<file path="src/rtl/snn_pool_window_scheduler.sv">
`default_nettype none
// +----------------------------------------------------------------------------+
// | snn_pool_window_scheduler: round-robin spike-stream merger with pooling    |
// | window sequencing (OPEN -> DRAIN -> close pulse -> wait for pool ack).     |
// | Revision: 1.0                                                              |
// +----------------------------------------------------------------------------+
module snn_pool_window_scheduler #(
  parameter int NUM_SRC    = 4,
  parameter int DATA_WIDTH = 48
) (
  input  logic                          clk,
  input  logic                          rst_n,
  input  logic                          enable,
  input  logic [NUM_SRC*DATA_WIDTH-1:0] s_axis_tdata,
  input  logic [NUM_SRC-1:0]            s_axis_tvalid,
  output logic [NUM_SRC-1:0]            s_axis_tready,
  input  logic [NUM_SRC-1:0]            s_axis_tlast,
  output logic [DATA_WIDTH-1:0]         m_axis_tdata,
  output logic                          m_axis_tvalid,
  input  logic                          m_axis_tready,
  output logic                          m_axis_tlast,
  input  logic [15:0]                   window_cycles,
  output logic                          window_close,
  input  logic                          window_ack,
  output logic [15:0]                   window_index,
  output logic [31:0]                   spike_count,
  output logic                          busy
);

  localparam int PW = (NUM_SRC > 1) ? $clog2(NUM_SRC) : 1;
  localparam logic [PW:0]   c_NSRC = (PW+1)'(NUM_SRC);
  localparam logic [PW-1:0] c_LAST = PW'(NUM_SRC - 1);

  localparam logic [1:0] c_IDLE       = 2'd0;
  localparam logic [1:0] c_OPEN       = 2'd1;
  localparam logic [1:0] c_DRAIN      = 2'd2;
  localparam logic [1:0] c_CLOSE_WAIT = 2'd3;

  logic [1:0]            r_state;
  logic [15:0]           r_timer;
  logic [PW-1:0]         r_rr_ptr;
  logic [DATA_WIDTH-1:0] r_tdata;
  logic                  r_tvalid;
  logic                  r_tlast;
  logic                  r_window_close;
  logic [15:0]           r_window_index;
  logic [31:0]           r_spike_count;

  logic [15:0]           w_timer_last;
  logic                  w_slot_free;
  logic                  w_found;
  logic [PW-1:0]         w_winner;
  logic [PW:0]           w_idx;
  logic                  w_grant;
  logic [DATA_WIDTH-1:0] w_sel_data;
  logic                  w_sel_last;

  // A programmed length of 0 still yields one OPEN cycle.
  assign w_timer_last = (window_cycles == 16'd0) ? 16'd0 : window_cycles - 16'd1;
  assign w_slot_free  = !r_tvalid || m_axis_tready;
  assign w_grant      = (r_state == c_OPEN) && w_slot_free && w_found;

  // First requesting source at or after rr_ptr, scanning upward with wrap.
  always_comb begin
    w_found  = 1'b0;
    w_winner = '0;
    w_idx    = '0;
    for (int k = 0; k < NUM_SRC; k++) begin
      w_idx = {1'b0, r_rr_ptr} + (PW+1)'(k);
      if (w_idx >= c_NSRC) w_idx = w_idx - c_NSRC;
      if (!w_found && s_axis_tvalid[w_idx[PW-1:0]]) begin
        w_found  = 1'b1;
        w_winner = w_idx[PW-1:0];
      end
    end
  end

  always_comb begin
    s_axis_tready = '0;
    w_sel_data    = '0;
    w_sel_last    = 1'b0;
    for (int i = 0; i < NUM_SRC; i++) begin
      if (w_winner == PW'(i)) begin
        s_axis_tready[i] = w_grant;
        w_sel_data       = s_axis_tdata[i*DATA_WIDTH +: DATA_WIDTH];
        w_sel_last       = s_axis_tlast[i];
      end
    end
  end

  always_ff @(posedge clk or negedge rst_n) begin
    if (!rst_n) begin
      r_state        <= c_IDLE;
      r_timer        <= '0;
      r_rr_ptr       <= '0;
      r_tdata        <= '0;
      r_tvalid       <= 1'b0;
      r_tlast        <= 1'b0;
      r_window_close <= 1'b0;
      r_window_index <= '0;
      r_spike_count  <= '0;
    end else begin
      r_window_close <= 1'b0;

      if (r_tvalid && m_axis_tready) r_spike_count <= r_spike_count + 32'd1;

      if (w_grant) begin
        r_tdata  <= w_sel_data;
        r_tlast  <= w_sel_last;
        r_tvalid <= 1'b1;
        r_rr_ptr <= (w_winner == c_LAST) ? '0 : w_winner + 1'b1;
      end else if (m_axis_tready) begin
        r_tvalid <= 1'b0;
      end

      case (r_state)
        c_IDLE: begin
          if (enable) begin
            r_state <= c_OPEN;
            r_timer <= '0;
          end
        end
        c_OPEN: begin
          r_timer <= r_timer + 16'd1;
          if (!enable || (r_timer == w_timer_last)) r_state <= c_DRAIN;
        end
        c_DRAIN: begin
          // Close only once the last granted word has left the register.
          if (!r_tvalid) begin
            r_window_close <= 1'b1;
            r_state        <= c_CLOSE_WAIT;
          end
        end
        c_CLOSE_WAIT: begin
          if (window_ack) begin
            r_window_index <= r_window_index + 16'd1;
            r_timer        <= '0;
            r_state        <= enable ? c_OPEN : c_IDLE;
          end
        end
        default: r_state <= c_IDLE;
      endcase
    end
  end

  assign m_axis_tdata  = r_tdata;
  assign m_axis_tvalid = r_tvalid;
  assign m_axis_tlast  = r_tlast;
  assign window_close  = r_window_close;
  assign window_index  = r_window_index;
  assign spike_count   = r_spike_count;
  assign busy          = (r_state != c_IDLE);

endmodule
`default_nettype wire
</file>
<file path="config.mk">
export PLATFORM = sky130hd
export DESIGN_NAME = snn_pool_window_scheduler
export DESIGN_NICKNAME = d
export VERILOG_FILES = /design/src/rtl/snn_pool_window_scheduler.sv
export SDC_FILE = /design/constraint.sdc
export NUM_CORES = 1
export LEC_CHECK = 0
export CAP_MARGIN = 20
export CORE_MARGIN = 1
export CORE_UTILIZATION = 43
export CTS_CLUSTER_SIZE = 20
export DETAILED_ROUTE_END_ITERATION = 6
export GPL_TIMING_DRIVEN = 0
export MAX_ROUTING_LAYER = met4
export PLACE_DENSITY = 0.82
export SYNTH_ARGS = -nofsm -noshare
export SYNTH_HDL_FRONTEND = slang
export SYNTH_SLANG_ARGS = --single-unit
</file>
<file path="constraint.sdc">
create_clock -name clk -period 3.6 [get_ports clk]
set_input_delay 0.36 -clock clk [delete_from_list [all_inputs] [get_ports clk]]
set_output_delay 0.36 -clock clk [all_outputs]
set_load 0.005 [all_outputs]
</file>
==> metrics.csv, run 1 <==
stage;metric;value;unit
status;status;finished clean;
critical_path;r2r_start;r_rr_ptr[1];
floorplanning;rows;47;
floorplanning;fp.dieArea;17810;sq um
synthesis;async_flop_share;100.0;%
critical_path;crit_start;r_rr_ptr[1];
cells_and_area;synthToLayoutAreaGrowth;55.28;%
synthesis;yosysTopAreaCellShare;40.07;%
global_routing;grt_pass1_vias;8129;
global_routing;grt_first_pass_wirelength;42460;um
floorplanning;io_pins;325;
synthesis;synth_edf_count;0;
clock_tree;root_buffer;clkbuf_16;
synthesis;netlist_area;7431;sq um
placed_design;dp_hpwl;21250;um
clock_tree;tritoncts;yes;
placed_design;place_ws;-0.5674;ns
synthesis;yosys.area_share.simple;25.27;%
routing;drt-total-wl;27370;um
critical_path;start_kind;flip-flop;
routing;drt_drc_violations_left;0;
floorplanning;start_util;44.49;%
routing;viasPerCell;5.392;
synthesis;synth-main-ff-cell;dfrtp_1;
routing;antenna_left;0;
clock_tree;cts.sinks;119;
critical_path;crit_path_max_fanout;19;
sta;fmax;0.2898;GHz
routing;vias;8261;
global_routing;grt-ovfl-total;0;
critical_path;r2r_cells;12;
sta;rsz0062_at_grt;yes;
hold_path;hold_path.class;flip-flop to flip-flop;
global_routing;antenna_found_initial;3;
sta;finalClockSkew;0.008951;ns
run;drv_cap;0;
critical_path;r2r_end;m_axis_tdata[30];
sta;hold_viol;0;
placed_design;io_buffers;320;
synthesis;synth_area_leaders;dfrtp_1, a21oi_1, nor2_1;
clock_tree;cts_buffers;17;
critical_path;r2r_slack;0.40;ns
power;fin_total_pwr;7.496;mW
cells_and_area;fin_nets;1531;
synthesis;yosysWarnings;0;
power;irDropWorstVdd;0.0004686;V
cells_and_area;fin_util;69.09;%
power;leakage;4.829;nW
hold_path;worstHoldPathCells;1;
synthesis;ys_seq_area_share;40.07;%
synthesis;synth-xor-area-share;8.133;%
cells_and_area;drive_gt1_share;5.042;%
hold_path;hp-start;spike_count[31];
synthesis;synth_fa_ha_area_share;2.357;%
routing;wl_per_cell;17.86;um
cells_and_area;stdcell_count;1532;
power;p_per_area;649.6;nW/um^2
sta;final.min_clock_period;3.450;ns
synthesis;synth-seq-cells;119;
synthesis;syn-num-nets;1198;
synthesis;synth-compound-area-share;18.66;%
sta;worst_pin_slew;0.6546;ns
sta;setup_viol;0;
sta;max_slew_margin;56.03;%
floorplanning;fp.coreArea;16700;sq um
global_routing;grt_max_degree;61;
placed_design;place_congestion;0.9651;
synthesis;synth.largest_area_cell;dfrtp_1;
critical_path;required;3.24;ns
synthesis;synthCells;963;
floorplanning;die_w;133.5;um
clock_tree;clk_pin_slew_worst_paths;0.06;ns
synthesis;synthMuxAreaShare;1.482;%
clock_tree;clk_latency;0.42;ns
routing;firstDrtPassIters;5;
synthesis;ys_types;70;
sta;maxSlewViolCount;0;
clock_tree;htreeDepth;4;
floorplanning;die_h;133.5;um
placed_design;placed_cells;1504;
hold_path;holdPathEnd;spike_count[31];
clock_tree;clockBufferDepth;2;
critical_path;crit_type;flip-flop to primary output;
synthesis;synth_top_family_by_area;simple AND/OR/NAND/NOR gates;
routing;first_iter_violations;568;
synthesis;postSynthAreaPerCell;7.716;sq um
global_routing;gr-usage-all-layers;32.09;%
critical_path;cp_data_arrival_time;3.09;ns
sta;post-route-period-util;95.84;%
sta;layout_setup_ws;0.1499;ns
critical_path;crit_path_end_kind;primary output;
## power by group
| group | internal (mW) | total (mW) | switching [mW] |
|---|---|---|---|
| Clock | 0.987 | 1.66 | 0.677 |
| Combinational | 1.73 | 3.78 | 2.05 |
| Sequential | 1.74 | 2.05 | 0.310 |
## metrics by stage
stage	hold WS (ns)	TNS, ns	area [sq um]
2_1_floorplan	0.06441	0	7431
3_3_place_gp	0.4568	-297.86	10910
3_5_place_dp	0.3782	-9.300	10940
4_1_cts	0.4845	-0.01729	11520
5_1_grt	0.4902	-0.01916	11540
6_report	0.4763	0	11540
## synthesized netlist by cell type, types with 11 or more instances
cell,count
and3_1,15
dfrtp_1,119
xor2_1,27
o21ai_0,11
nor2_1,232
ha_1,14
clkbuf_1,42
xnor2_1,42
nor3_1,13
inv_1,19
nand3_1,24
nand2_1,86
a21oi_1,208
## layout by cell type (no fill, tap or decap), types with 5 or more instances in the layout
cell             instances
nor2_1                 232
inv_6                    5
a21oi_1                207
nor3_1                  13
ha_1                    10
mux2i_1                  5
xor2_1                  27
nor4_1                   5
clkbuf_1                33
xnor2_1                 42
nand3_1                 24
and3_1                  15
nand2_1                 86
dfrtp_1                119
clkdlybuf4s50_1        319
and2_1                   8
clkbuf_16               17
o21ai_0                 11
nand4_1                  9
buf_1                    7
inv_1                   19
## flip-flops by register name, summed over array words and instances (netlist names)
signal         count
m_axis_tdata      48
m_axis_tlast       1
m_axis_tvalid      1
r_rr_ptr           2
r_state            2
r_timer           16
spike_count       32
window_close       1
window_index      16
## kinds of logic after synthesis
group           Yosys count
simple gates            424
flops                   119
buf+inv                  75
mux                      10
fa+ha+maj                14
xor+xnor                 69
compound gates          252
## worst max path at each step
stage                        to  slack (ns)  cells past startpoint
2_1_floorplan        r_state[0]        0.89                     11
3_3_place_gp    m_axis_tdata[5]       -2.47                      1
3_5_place_dp   s_axis_tready[1]       -0.57                     10
4_1_cts        s_axis_tready[3]       -0.02                      7
5_1_grt        s_axis_tready[3]       -0.02                      7
6_report       s_axis_tready[3]        0.15                      7
## what timing repair did
item,CTS,global route
gates resized for setup,8,8
setup endpoints to repair,6,6
setup buffers,0,0
hold endpoints to repair,59,0
hold buffers,1,0
cloned,0,0
## worst max-delay path, stage by stage (launching register included)
cell and delay, ns:
dfrtp_1 0.43, mux2_2 0.36, a221oi_1 0.38, and2_1 0.25, ha_2 0.33, buf_4 0.28, and2_1 0.15, clkdlybuf4s50_1 0.51
## area by class of cell
type / instances / area (sq um)
Sequential cell: 119 / 2978
Clock buffer: 18 / 439.2
Timing Repair Buffer: 322 / 3242
Tap cell: 220 / 275.3
Fill cell: 1412 / 5162
Antenna cell: 3 / 7.507
Clock inverter: 14 / 140.1
Multi-Input combinational cell: 769 / 4173
Buffer: 48 / 212.7
Inverter: 19 / 71.32
## metal layers
layer  vias to the layer above  track usage, %  wire length (um)
met3                        74           8.371              2137
met4                         0           15.09              1107
met2                       354           51.04             13120
met1                      3878           37.89             11000
li1                       3955               -                 -
met5                         -               -                 0
Note: power is estimated with default switching activity, not from simulation.
==> run 2: changes to the inputs <==
GPL_ROUTABILITY_DRIVEN = 0   (was unset)
==> metrics.csv, run 2 (synthesis results as in run 1) <==
stage;metric;value;unit
placed_design;dp_hpwl;20600;um
floorplanning;die_h;133.5;um
sta;finalClockSkew;0.006865;ns
clock_tree;tritoncts;yes;
clock_tree;clk_latency;0.42;ns
sta;final.min_clock_period;3.437;ns
power;leakage;4.839;nW
critical_path;r2r_slack;0.47;ns
cells_and_area;largest_reg_flops;48;
cells_and_area;fin_nets;1533;
clock_tree;htreeDepth;4;
critical_path;start_kind;flip-flop;
critical_path;crit_path_top_delay_cell;clkdlybuf4s50_1;
global_routing;grt_max_degree;66;
clock_tree;cts.sinks;119;
floorplanning;fp.dieArea;17810;sq um
run;drv_cap;0;
sta;rsz0062_at_grt;no;
hold_path;hold_path.class;input pin to async pin;
critical_path;cp_data_arrival_time;3.08;ns
power;fin_total_pwr;7.485;mW
sta;max_slew_margin;60.08;%
floorplanning;die_w;133.5;um
placed_design;io_buffers;320;
cells_and_area;final_common_cell;clkdlybuf4s50_1;
critical_path;slowest_delay;0.50;ns
power;p_per_area;648.2;nW/um^2
sta;fmax;0.2909;GHz
cells_and_area;drive_gt1_share;5.034;%
routing;viasPerCell;5.412;
routing;drt-total-wl;26360;um
routing;first_iter_violations;519;
critical_path;cp_cell_sequence;mux2_2 -> a221oi_1 -> and2_1 -> ha_2 -> clkbuf_4 -> and2_1 -> clkdlybuf4s50_1;
power;irDropWorstVdd;0.0003723;V
critical_path;path_buf_inv;2;
clock_tree;root_buffer;clkbuf_16;
routing;firstDrtPassIters;6;
floorplanning;start_util;44.49;%
sta;maxSlewViolCount;0;
sta;hold_viol;0;
global_routing;grt_first_pass_wirelength;41230;um
routing;wl_per_cell;17.22;um
placed_design;placed_cells;1504;
clock_tree;clk_pin_slew_worst_paths;0.06;ns
cells_and_area;num_antenna_cells;0;
critical_path;crit_path_end_kind;primary output;
sta;worst_pin_slew;0.5975;ns
global_routing;antenna_found_initial;0;
status;status;finished clean;
sta;hold_slack;0.4602;ns
floorplanning;rows;47;
clock_tree;clockBufferDepth;2;
routing;antenna_left;0;
routing;drt_drc_violations_left;0;
cells_and_area;synthToLayoutAreaGrowth;55.38;%
cells_and_area;final_cell_mix;clkdlybuf4s50_1, nor2_1, a21oi_1;
sta;setup_viol;0;
global_routing;grt_pass1_vias;8047;
critical_path;crit_path_max_fanout;19;
critical_path;crit_top_cell;and2_1;
global_routing;gr-usage-all-layers;30.78;%
clock_tree;cts_buffers;17;
floorplanning;io_pins;325;
global_routing;grt-ovfl-total;0;
critical_path;crit_type;flip-flop to primary output;
critical_path;required;3.24;ns
sta;setup_tns;0;ns
critical_path;cp_top_family;buffers and inverters;
cells_and_area;fin_util;69.13;%
floorplanning;fp.coreArea;16700;sq um
cells_and_area;stdcell_count;1531;
routing;vias;8286;
sta;post-route-period-util;95.48;%
[run 2: cell count changes in the layout (fill, tap and decap cells not counted), sizes merged]
| cell | previous run | this run |
|---|---|---|
| diode | 3 | 0 |
| buf | 16 | 15 |
| clkinvlp | 1 | 2 |
| inv | 26 | 25 |
| bufinv | 1 | 2 |
| clkbuf | 52 | 54 |
[run 2: per-layer routing]
layer | up-vias | track usage (%) | routed length [um]
met5 | - | - | 0
met4 | 0 | 10.54 | 811
met3 | 60 | 7.534 | 1898
met2 | 329 | 49.94 | 12830
met1 | 3944 | 37.35 | 10820
li1 | 3953 | - | -
[run 2: worst reg2reg max path, cell delays in order, from the launching register on]
cell      delay (ns)
dfrtp_1         0.41
mux2_2          0.35
a221oi_1        0.36
and2_1          0.24
ha_1            0.16
clkbuf_2        0.22
buf_6           0.22
buf_1           0.40
a21oi_1         0.17
nor2_1          0.12
a21oi_1         0.05
nor2_1          0.11
a21oi_1         0.05
a21oi_1         0.19
[run 2: final cells by class]
type	count	area, sq um
flip-flops and latches	119	2978
inverters	19	71.32
clock buffers	17	425.4
plain buffers	50	222.7
clock inverters	15	166.4
fillers	1430	5155
multi-input cells	769	4165
well taps	220	275.3
repair buffers	322	3242
[run 2: where the power goes]
| group | internal (mW) | total (mW) | switching (mW) |
|---|---|---|---|
| clock | 1.03 | 1.68 | 0.651 |
| sequential | 1.74 | 2.04 | 0.303 |
| combinational | 1.73 | 3.76 | 2.02 |
| total | 4.51 | 7.48 | 2.98 |
[run 2: path summary, 6_finish.rpt]
check,start,end,cells past startpoint
worst min register to register,spike_count[31],spike_count[31],1
min in group clk,spike_count[31],spike_count[31],1
worst max-delay path,r_rr_ptr[1],s_axis_tready[3],7
max in group asynchronous,rst_n,m_axis_tdata[6],3
worst max register to register,r_rr_ptr[1],m_axis_tdata[24],13
worst min-delay path,rst_n,spike_count[20],2
[run 2: stage by stage]
step | worst slack, ns | instance area, sq um
2_1_floorplan | 0.8867 | 7431
3_3_place_gp | -2.496 | 10910
3_5_place_dp | -0.5441 | 10940
4_1_cts | 0.03187 | 11530
5_1_grt | 0.0003471 | 11550
6_report | 0.1629 | 11550
[run 2: repair_timing]
item | 4_1_cts | 5_1_grt
cloned | 0 | 0
resized for setup | 8 | 6
setup buffers | 0 | 0
hold buffers | 1 | 0
hold endpoints to repair | 54 | 0
endpoints found under the setup margin | 4 | 4
==> run 3: changes to the inputs <==
CAP_MARGIN = unset   (was 20)
==> results of run 3 <==
No change in the layout: final DEF, timing and power equal those of run 2.
